$ cat src/rtl/uart_tx_scheduler.sv
// Round-robin scheduler that shares one 16-bit UART word path between NREQ requesters.
// Each word carries its requester index in [15:12]; a watchdog drops words whose tx_done never arrives.
module uart_tx_scheduler #(
  parameter int NREQ    = 4,
  parameter int TIMEOUT = 20000,
  parameter int CW      = 15
) (
  input  logic              clk,
  input  logic              rst,
  input  logic [NREQ-1:0]   req_valid,
  input  logic [NREQ*12-1:0] req_data,
  output logic [NREQ-1:0]   req_ready,
  output logic [15:0]       tx_data,
  output logic              tx_valid,
  input  logic              tx_ready,
  input  logic              tx_done,
  output logic              busy,
  output logic [3:0]        grant_id,
  output logic              timeout_err
);

  typedef enum logic [1:0] {IDLE, SEND, WAIT_DONE} state_t;

  state_t            state_reg, state_next;
  logic [3:0]        rr_ptr_reg, rr_ptr_next;
  logic [15:0]       tx_data_reg, tx_data_next;
  logic              tx_valid_reg, tx_valid_next;
  logic [NREQ-1:0]   req_ready_reg, req_ready_next;
  logic              busy_reg, busy_next;
  logic [3:0]        grant_id_reg, grant_id_next;
  logic [CW-1:0]     timer_reg, timer_next;
  logic              timeout_err_reg, timeout_err_next;

  logic [11:0]       payload [16];
  logic [15:0]       valid_ext;
  logic [15:0]       grant_onehot;
  logic [4:0]        idx;
  logic [3:0]        grant;
  logic              found;
  logic [3:0]        next_ptr;

  // Pad payloads and valids to 16 entries so a 4-bit grant can index them directly.
  for (genvar gi = 0; gi < 16; gi++) begin : g_payload
    if (gi < NREQ) begin : g_used
      assign payload[gi] = req_data[12*gi +: 12];
    end else begin : g_unused
      assign payload[gi] = 12'd0;
    end
  end

  assign valid_ext    = 16'(req_valid);
  assign grant_onehot = 16'd1 << grant;
  assign next_ptr     = (grant_id_reg == 4'(NREQ - 1)) ? 4'd0 : grant_id_reg + 4'd1;

  // Search upward from rr_ptr, wrapping modulo NREQ; first valid requester wins.
  always_comb begin
    found = 1'b0;
    grant = 4'd0;
    idx   = 5'd0;
    for (int k = 0; k < NREQ; k++) begin
      idx = {1'b0, rr_ptr_reg} + 5'(k);
      if (idx >= 5'(NREQ)) idx = idx - 5'(NREQ);
      if (!found && valid_ext[idx[3:0]]) begin
        found = 1'b1;
        grant = idx[3:0];
      end
    end
  end

  always_comb begin
    state_next       = state_reg;
    rr_ptr_next      = rr_ptr_reg;
    tx_data_next     = tx_data_reg;
    tx_valid_next    = tx_valid_reg;
    req_ready_next   = '0;
    grant_id_next    = grant_id_reg;
    timer_next       = timer_reg;
    timeout_err_next = 1'b0;
    case (state_reg)
      IDLE: begin
        if (found) begin
          tx_data_next   = {grant, payload[grant]};
          grant_id_next  = grant;
          tx_valid_next  = 1'b1;
          req_ready_next = grant_onehot[NREQ-1:0];
          state_next     = SEND;
        end
      end
      SEND: begin
        if (tx_ready) begin
          tx_valid_next = 1'b0;
          timer_next    = '0;
          state_next    = WAIT_DONE;
        end
      end
      WAIT_DONE: begin
        timer_next = timer_reg + 1'b1;
        // tx_done takes priority over a simultaneous expiry.
        if (tx_done) begin
          state_next  = IDLE;
          rr_ptr_next = next_ptr;
        end else if (timer_reg == CW'(TIMEOUT - 1)) begin
          timeout_err_next = 1'b1;
          state_next       = IDLE;
          rr_ptr_next      = next_ptr;
        end
      end
      default: state_next = IDLE;
    endcase
    busy_next = (state_next != IDLE);
  end

  always_ff @(posedge clk) begin
    if (!rst) begin
      state_reg       <= IDLE;
      rr_ptr_reg      <= 4'd0;
      tx_data_reg     <= 16'd0;
      tx_valid_reg    <= 1'b0;
      req_ready_reg   <= '0;
      busy_reg        <= 1'b0;
      grant_id_reg    <= 4'd0;
      timer_reg       <= '0;
      timeout_err_reg <= 1'b0;
    end else begin
      state_reg       <= state_next;
      rr_ptr_reg      <= rr_ptr_next;
      tx_data_reg     <= tx_data_next;
      tx_valid_reg    <= tx_valid_next;
      req_ready_reg   <= req_ready_next;
      busy_reg        <= busy_next;
      grant_id_reg    <= grant_id_next;
      timer_reg       <= timer_next;
      timeout_err_reg <= timeout_err_next;
    end
  end

  assign req_ready   = req_ready_reg;
  assign tx_data     = tx_data_reg;
  assign tx_valid    = tx_valid_reg;
  assign busy        = busy_reg;
  assign grant_id    = grant_id_reg;
  assign timeout_err = timeout_err_reg;

endmodule

$ cat config.mk
export PLATFORM = sky130hd
export DESIGN_NAME = uart_tx_scheduler
export DESIGN_NICKNAME = d
export VERILOG_FILES = /design/src/rtl/uart_tx_scheduler.sv
export SDC_FILE = /design/constraint.sdc
export NUM_CORES = 1
export LEC_CHECK = 0
export ABC_AREA = 1
export BUFFER_PORTS_ARGS = -buffer_cell sky130_fd_sc_hd__buf_4
export CAP_MARGIN = 20
export CORE_MARGIN = 4
export CORE_UTILIZATION = 50
export CTS_BUF_LIST = sky130_fd_sc_hd__clkbuf_8
export DETAILED_ROUTE_END_ITERATION = 12
export HOLD_SLACK_MARGIN = 0.12
export PLACE_DENSITY_LB_ADDON = 0.25
export SLEW_MARGIN = 0
export SYNTH_ARGS = -nofsm -noshare
export SYNTH_HDL_FRONTEND = slang
export SYNTH_SLANG_ARGS = --single-unit
$ cat constraint.sdc
create_clock -name clk -period 2.2 [get_ports clk]
set_input_delay 0.44 -clock clk [delete_from_list [all_inputs] [get_ports clk]]
set_output_delay 0.44 -clock clk [all_outputs]
set_load 0.05 [all_outputs]
==> impl_metrics.py, run 1 <==
metrics = {
    "route": {
        "post_drt_wl_per_cell_microns": 15.7,
        "ant_nets": 0,
        "drc_errors": 0,
        "post_drt_via_cell_ratio": 5.59,
        "routed_wl_mm": 10.8,
        "drt_iter0_markers": 242,
        "firstDrtPassIters": 5,
        "vias": 3829,
    },
    "placed_design": {
        "place.gp.congestion": 0.876,
        "dp.final_hpwl_mm": 6.54,
        "post-place-ws_ns": -0.245,
        "portBuffers": 82,
        "place_area_sq_mm": 0.00402,
    },
    "power": {
        "vdd_ir_drop_max_v": 0.000416,
        "power_density_mw_per_mm2": 649,
        "power_mw": 3.03,
        "p_leak_nw": 2.29,
    },
    "synth": {
        "yosysWarnings": 0,
        "yosys.area.top_type": "dfxtp_1",
        "synth_fa_ha_area_frac": 0.0563,
        "yosysMostFrequentCell": "nand2_1",
        "yosysSeqAreaShare": 0.283,
        "netlist_area_sq_mm": 0.00311,
        "ys_types": 38,
        "yosys-top-cells-area": "dfxtp_1 (28%), nand2_1 (20%), inv_1 (7.4%), ha_1 (5.6%), nand4_1 (5.4%)",
        "syn_nets": 551,
        "synth-edff-count": 0,
        "async_reset_ff_frac": 0,
        "synth_xor_area_frac": 0.00282,
        "yosys.area.top_type_share": 0.283,
        "ys_ff_latch": 44,
        "synth-simple-area-share": 0.417,
        "syn_avg_cell_area_sq_um": 6.47,
        "synth_cells": 481,
        "yosys-top-cells-count": "nand2_1 (165), inv_1 (61), dfxtp_1 (44)",
        "ys.flop_type": "dfxtp_1",
        "synth_compound_area_frac": 0.112,
        "synth_top_family_by_area": "simple AND/OR/NAND/NOR gates",
        "synthMuxAreaShare": 0,
    },
    "timing": {
        "hold_viol_final": 0,
        "finalSetupViolations": 23,
        "period_share": 1.16,
        "skew_ns": 0.00769,
        "worst_slack_ns": -0.345,
        "finalCriticalPeriod_ns": 2.54,
        "max_clock_freq_mhz": 393,
        "fin_hold_ws_ns": 0.309,
        "slew_violations": 0,
        "worst_pin_slew_ns": 0.514,
        "grt_setup_unrepaired": "true",
        "slew-limit-headroom": 0.657,
    },
    "die": {
        "die_h_microns": 86.9,
        "coreArea_sq_mm": 0.00599,
        "die_w_microns": 86.9,
        "fp-row-count": 28,
        "start_util": 0.519,
        "die_area_sq_mm": 0.00755,
        "ios": 83,
    },
    "worst_setup_path": {
        "crit_required_ns": 2.41,
        "worstSetupPathType": "register to register",
        "critPathMaxFanout": 6,
        "regToRegSetupSlack_ns": -0.34,
        "arrival_ns": 2.76,
        "critPathLaunch": "rr_ptr_reg[1]",
        "cp-start-kind": "register",
        "r2r_start": "rr_ptr_reg[1]",
        "endpoint_kind": "register",
    },
    "outcome": {
        "status": "complete, but fails checks",
        "violations": "setup timing",
    },
    "clock_network": {
        "clockRootBuffer": "clkbuf_8",
        "cts.clk_slew.worst_paths_ns": 0.09,
        "numCtsBuffers": 5,
        "h-tree-depth": 2,
        "cts.sinks": 44,
        "cts_buffer_depth": 2,
        "cts_tree": "built",
        "clk_latency_ns": 0.30,
    },
    "flow_run": {
        "max_cap_violations": 0,
    },
    "global_routing": {
        "globalRoute.totalOverflow": 0,
        "grt_pass1_wl_mm": 16.5,
        "antenna_found_initial": 0,
        "grt_max_degree": 25,
        "grt_pass1_vias": 3654,
        "track_usage": 0.270,
    },
    "cells_and_area": {
        "layout.nets": 679,
        "area_growth_syn_to_layout_pct": 50.4,
        "drive_above_1_share": 0.375,
        "diodes": 0,
        "final_area_sq_mm": 0.00468,
        "largest_reg_flops": 16,
    },
    "min_path": {
        "min-delay-start": "tx_done",
        "worstHoldPathType": "input port to register",
    },
}
critical path, cell delays in order (launching register included):
cell	delay (ns)
dfxtp_4	0.41
ha_4	0.18
nand2_2	0.08
and2_4	0.17
ha_1	0.17
nand2_1	0.06
nand3_1	0.10
nand2_2	0.09
nand3_4	0.10
nand3_4	0.14
nand2_4	0.07
nand2_4	0.10
buf_12	0.13
clkbuf_16	0.14
nand4_1	0.07
nand2_1	0.07
nand2_1	0.05
nand2_1	0.07
nand2_1	0.06
a21oi_1	0.19
cells in the final DEF, fill, tap and decap left out, drive strengths merged, types with 8 or more instances in the layout:
| cell type | n |
|---|---|
| ha | 14 |
| o21ai | 13 |
| nand2 | 175 |
| a21oi | 26 |
| nand3 | 37 |
| dfxtp | 44 |
| nand4 | 28 |
| nor2 | 30 |
| clkbuf | 8 |
| buf | 137 |
| inv | 72 |
final timing paths:
check	to	cells past startpoint
setup / recovery	tx_data[10]	19
hold / removal	timeout_err	2
setup reg to reg	tx_data[10]	19
hold reg to reg	timer_reg[14]	1
layout make-up:
class / instances / area [sq um]
fill: 389 / 1310
clock inverter: 2 / 13.8
inverter: 71 / 287
timing repair buffer: 139 / 1250
sequential: 44 / 893
tap: 75 / 93.8
multi-input combinational: 348 / 2050
clock buffer: 6 / 82.6
metrics by stage:
stage | util | cells | TNS (ns)
final | 0.781 | 685 | -4.04
after global placement | 0.671 | 651 | -1.82
after global routing | 0.781 | 685 | -7.00
after detailed placement | 0.671 | 651 | -3.21
after floorplan | - | 481 | -0.380
after CTS | 0.751 | 680 | -2.08
power breakdown:
part	switching, mW	leakage, nW	total [mW]	internal, mW
Clock	0.289	0.0477	0.545	0.255
Combinational	0.941	1.88	1.56	0.622
Sequential	0.0581	0.361	0.927	0.869
Total	1.29	2.29	3.03	1.75
timing repair:
action | 4_1_cts | 5_1_grt
hold buffers | 0 | 0
buffers inserted | 14 | 3
cloned | 7 | 2
gates resized for setup | 34 | 30
pin swaps | 12 | 20
endpoints found under the setup margin | 18 | 23
endpoints found under the hold margin | 0 | 0
cells by family after synthesis:
family,count (synthesis)
simple gates,276
buf+inv,92
compound gates,54
flops,44
fa+ha+maj,14
xor+xnor,1
layer usage:
layer / GRT usage / wire length (microns) / vias to the layer above
met4: 0.119 / 450 / 0
met3: 0.0539 / 862 / 46
met2: 0.486 / 5480 / 227
met1: 0.305 / 3990 / 1743
li1: - / - / 1813
met5: 0 / 0 / -
No activity file was read; power rests on OpenSTA's default activity.
==> run 2: changes to the inputs <==
--- a/config.mk
+++ b/config.mk
@@ -5,11 +5,10 @@
 export SDC_FILE = /design/constraint.sdc
 export NUM_CORES = 1
 export LEC_CHECK = 0
-export ABC_AREA = 1
 export BUFFER_PORTS_ARGS = -buffer_cell sky130_fd_sc_hd__buf_4
-export CAP_MARGIN = 20
+export CAP_MARGIN = 40
 export CORE_MARGIN = 4
-export CORE_UTILIZATION = 50
+export CORE_UTILIZATION = 49
 export CTS_BUF_LIST = sky130_fd_sc_hd__clkbuf_8
 export DETAILED_ROUTE_END_ITERATION = 12
 export HOLD_SLACK_MARGIN = 0.12
==> impl_metrics.py, run 2 <==
metrics = {
    "outcome": {
        "status": "complete, but fails checks",
        "violations": "setup timing",
    },
    "worst_setup_path": {
        "max_stage_delay_ns": 0.46,
        "regToRegSetupSlack_ns": -0.80,
        "path_common_cell": "ha_4",
        "cp_top_family": "compound AO/OA/AOI/OAI gates",
        "crit_required_ns": 2.43,
        "r2r_start": "rr_ptr_reg[1]",
        "worstSetupPathType": "register to register",
        "endpoint_kind": "register",
        "cpMaxStageDelayCell": "or4_4",
        "crit_chain": "inv_4 > ha_4 > a21oi_2 > xnor2_1 > inv_1 > ha_4 > or4_4 > o31a_1 > o32ai_2 > a22oi_2 > a211o_4 > buf_6 > o221ai_2",
        "cp-start-kind": "register",
        "arrival_ns": 3.23,
        "critPathMaxFanout": 5,
        "reg2reg_to": "tx_data[4]",
        "path_buf_inv": 3,
        "worstRegToRegCells": 13,
    },
    "route": {
        "routed_wl_mm": 7.92,
        "ant_nets": 0,
        "firstDrtPassIters": 4,
        "drc_errors": 0,
        "drt_iter0_markers": 120,
        "post_drt_wl_per_cell_microns": 15.4,
        "vias": 2928,
        "post_drt_via_cell_ratio": 5.69,
    },
    "power": {
        "p_sw_mw": 0.865,
        "internal_power_mw": 1.51,
        "power_mw": 2.38,
        "vdd_ir_drop_max_v": 0.000363,
        "power_density_mw_per_mm2": 573,
        "clock_power_share": 0.232,
        "seqPwrFrac": 0.378,
        "p_leak_nw": 1.83,
        "pwr-share-comb": 0.389,
        "swShare": 0.364,
    },
    "clock_network": {
        "ctsHoldBuffers": 0,
        "cts_buffer_depth": 2,
        "numCtsBuffers": 5,
        "h-tree-depth": 2,
        "clockRootBuffer": "clkbuf_8",
        "cts_tree": "built",
        "cts.sinks": 44,
        "clk_latency_ns": 0.31,
        "cts.clk_slew.worst_paths_ns": 0.09,
    },
    "placed_design": {
        "dp.final_hpwl_mm": 5.96,
        "place_area_sq_mm": 0.00390,
        "place.gp.congestion": 0.843,
        "portBuffers": 82,
    },
    "timing": {
        "skew_ns": 0.00494,
        "finalSetupTns_ns": -16.18,
        "period_share": 1.37,
        "grt_setup_unrepaired": "true",
        "slew_violations": 0,
        "slew-limit-headroom": 0.662,
        "hold_viol_final": 0,
        "worst_slack_ns": -0.804,
        "max_clock_freq_mhz": 333,
        "finalCriticalPeriod_ns": 3.00,
        "fin_hold_ws_ns": 0.312,
        "worst_pin_slew_ns": 0.505,
        "finalSetupViolations": 23,
    },
    "die": {
        "fp-row-count": 27,
        "die_h_microns": 84.4,
        "die_w_microns": 84.4,
        "start_util": 0.512,
        "ios": 83,
        "die_area_sq_mm": 0.00711,
        "coreArea_sq_mm": 0.00557,
    },
    "synth": {
        "yosys.area.top_type_share": 0.308,
        "ys_types": 60,
        "syn_nets": 384,
        "ys_ff_latch": 44,
        "yosysMostFrequentCell": "dfxtp_1",
        "ys.flop_type": "dfxtp_1",
        "yosys-top-cells-area": "dfxtp_1 (31%), mux2i_1 (11%), ha_1 (6.1%), o221ai_2 (5.3%), nand3_1 (3.7%)",
        "async_reset_ff_frac": 0,
        "yosys-top-cells-count": "dfxtp_1 (44), mux2i_1 (30), nor2_1 (27)",
        "yosysSeqAreaShare": 0.308,
        "yosys.area.top_type": "dfxtp_1",
        "yosysWarnings": 0,
        "synth_cells": 314,
        "syn_avg_cell_area_sq_um": 9.10,
        "netlist_area_sq_mm": 0.00286,
        "synth-edff-count": 0,
    },
    "cells_and_area": {
        "largest_reg_flops": 16,
        "mostFrequentLayoutCell": "buf_4",
        "drive_above_1_share": 0.458,
        "final_cell_mix": "buf_4 (134), dfxtp_1 (41), mux2i_1 (28), nor2_1 (27), nand3_1 (21)",
        "layout.nets": 512,
        "final_area_sq_mm": 0.00415,
        "nFillCells": 418,
        "area_growth_syn_to_layout_pct": 45.4,
        "diodes": 0,
        "finish.utilization": 0.745,
    },
    "global_routing": {
        "track_usage": 0.218,
        "grt_pass1_wl_mm": 12.9,
        "globalRoute.totalOverflow": 0,
        "antenna_found_initial": 0,
        "grt_max_degree": 26,
        "grt_pass1_vias": 2889,
    },
    "min_path": {
        "min-delay-start": "tx_done",
        "worstHoldPathCells": 2,
        "worstHoldPathType": "input port to register",
        "hold_path_end": "timeout_err",
    },
    "flow_run": {
        "max_cap_violations": 0,
    },
}
run 2: kinds of logic (layout without fill, tap and decap cells):
kind of cell / Yosys count / in the layout / share of synthesized area
AO/OA/AOI/OAI: 75 / 75 / 0.215
buffers and inverters: 32 / 161 / 0.0692
flip-flops: 44 / 44 / 0.308
adder cells (fa/ha/maj): 14 / 14 / 0.0613
AND/OR/NAND/NOR: 109 / 109 / 0.193
XOR/XNOR: 5 / 5 / 0.0153
multiplexers: 35 / 35 / 0.138
run 2: worst max-delay path by stage:
stage / startpoint / to / slack [ns] / cells past startpoint
3_5_place_dp: rr_ptr_reg[1] / tx_data[4] / -0.76 / 12
3_3_place_gp: rr_ptr_reg[1] / tx_data[7] / -0.67 / 13
2_1_floorplan: rr_ptr_reg[1] / tx_data[0] / -0.64 / 13
6_report: rr_ptr_reg[1] / tx_data[4] / -0.80 / 13
5_1_grt: rr_ptr_reg[1] / tx_data[4] / -0.96 / 13
4_1_cts: rr_ptr_reg[1] / tx_data[4] / -0.78 / 13
run 2: power groups by stage:
| stage | combinational [mW] | clock, mW | sequential, mW |
|---|---|---|---|
| finish | 0.926 | 0.553 | 0.899 |
| CTS | 0.902 | 0.552 | 0.898 |
| detailed placement | 0.882 | 0 | 0.914 |
| global placement | 0.866 | 0 | 0.914 |
| global route | 0.986 | 0.589 | 0.908 |
| floorplan | 0.387 | 0 | 1.10 |
run 2: metal layers:
layer  up-vias  wire length, microns  GRT usage
met5         -                     0          0
met2        94                  4040      0.379
met4         0                   153     0.0806
met1      1402                  3200      0.255
met3        14                   528     0.0628
li1       1418                     -          -
run 2: worst reg2reg max path: stages, from the launching register on:
cell and delay (ns):
dfxtp_4 0.39, inv_4 0.05, ha_4 0.15, a21oi_2 0.12, xnor2_1 0.15, inv_1 0.10, ha_4 0.24, or4_4 0.46
o31a_1 0.15, o32ai_2 0.29, a22oi_2 0.15, a211o_4 0.39, buf_6 0.14, o221ai_2 0.12
run 2: metrics by stage:
step	setup slack, ns	instances
floorplan	-0.644	314
global placement	-0.672	500
detailed placement	-0.760	500
CTS	-0.776	512
global route	-0.958	515
finish	-0.804	515
run 2: area by class of cell:
| cell class | instances | area (sq um) | share of cell area |
|---|---|---|---|
| clock buffers | 6 | 82.6 | 0.0199 |
| clock inverters | 2 | 15.0 | 0.00362 |
| inverters | 13 | 51.3 | 0.0124 |
| multi-input cells | 238 | 1930 | 0.466 |
| flip-flops and latches | 44 | 890 | 0.214 |
| well taps | 72 | 90.1 | 0.0217 |
| repair buffers | 140 | 1090 | 0.263 |
run 2: what timing repair did:
| action | in CTS | in global routing |
|---|---|---|
| endpoints found under the setup margin | 23 | 23 |
| pin swaps | 4 | 10 |
| resized for setup | 11 | 9 |
| gates cloned | 0 | 0 |
| setup buffers | 4 | 3 |
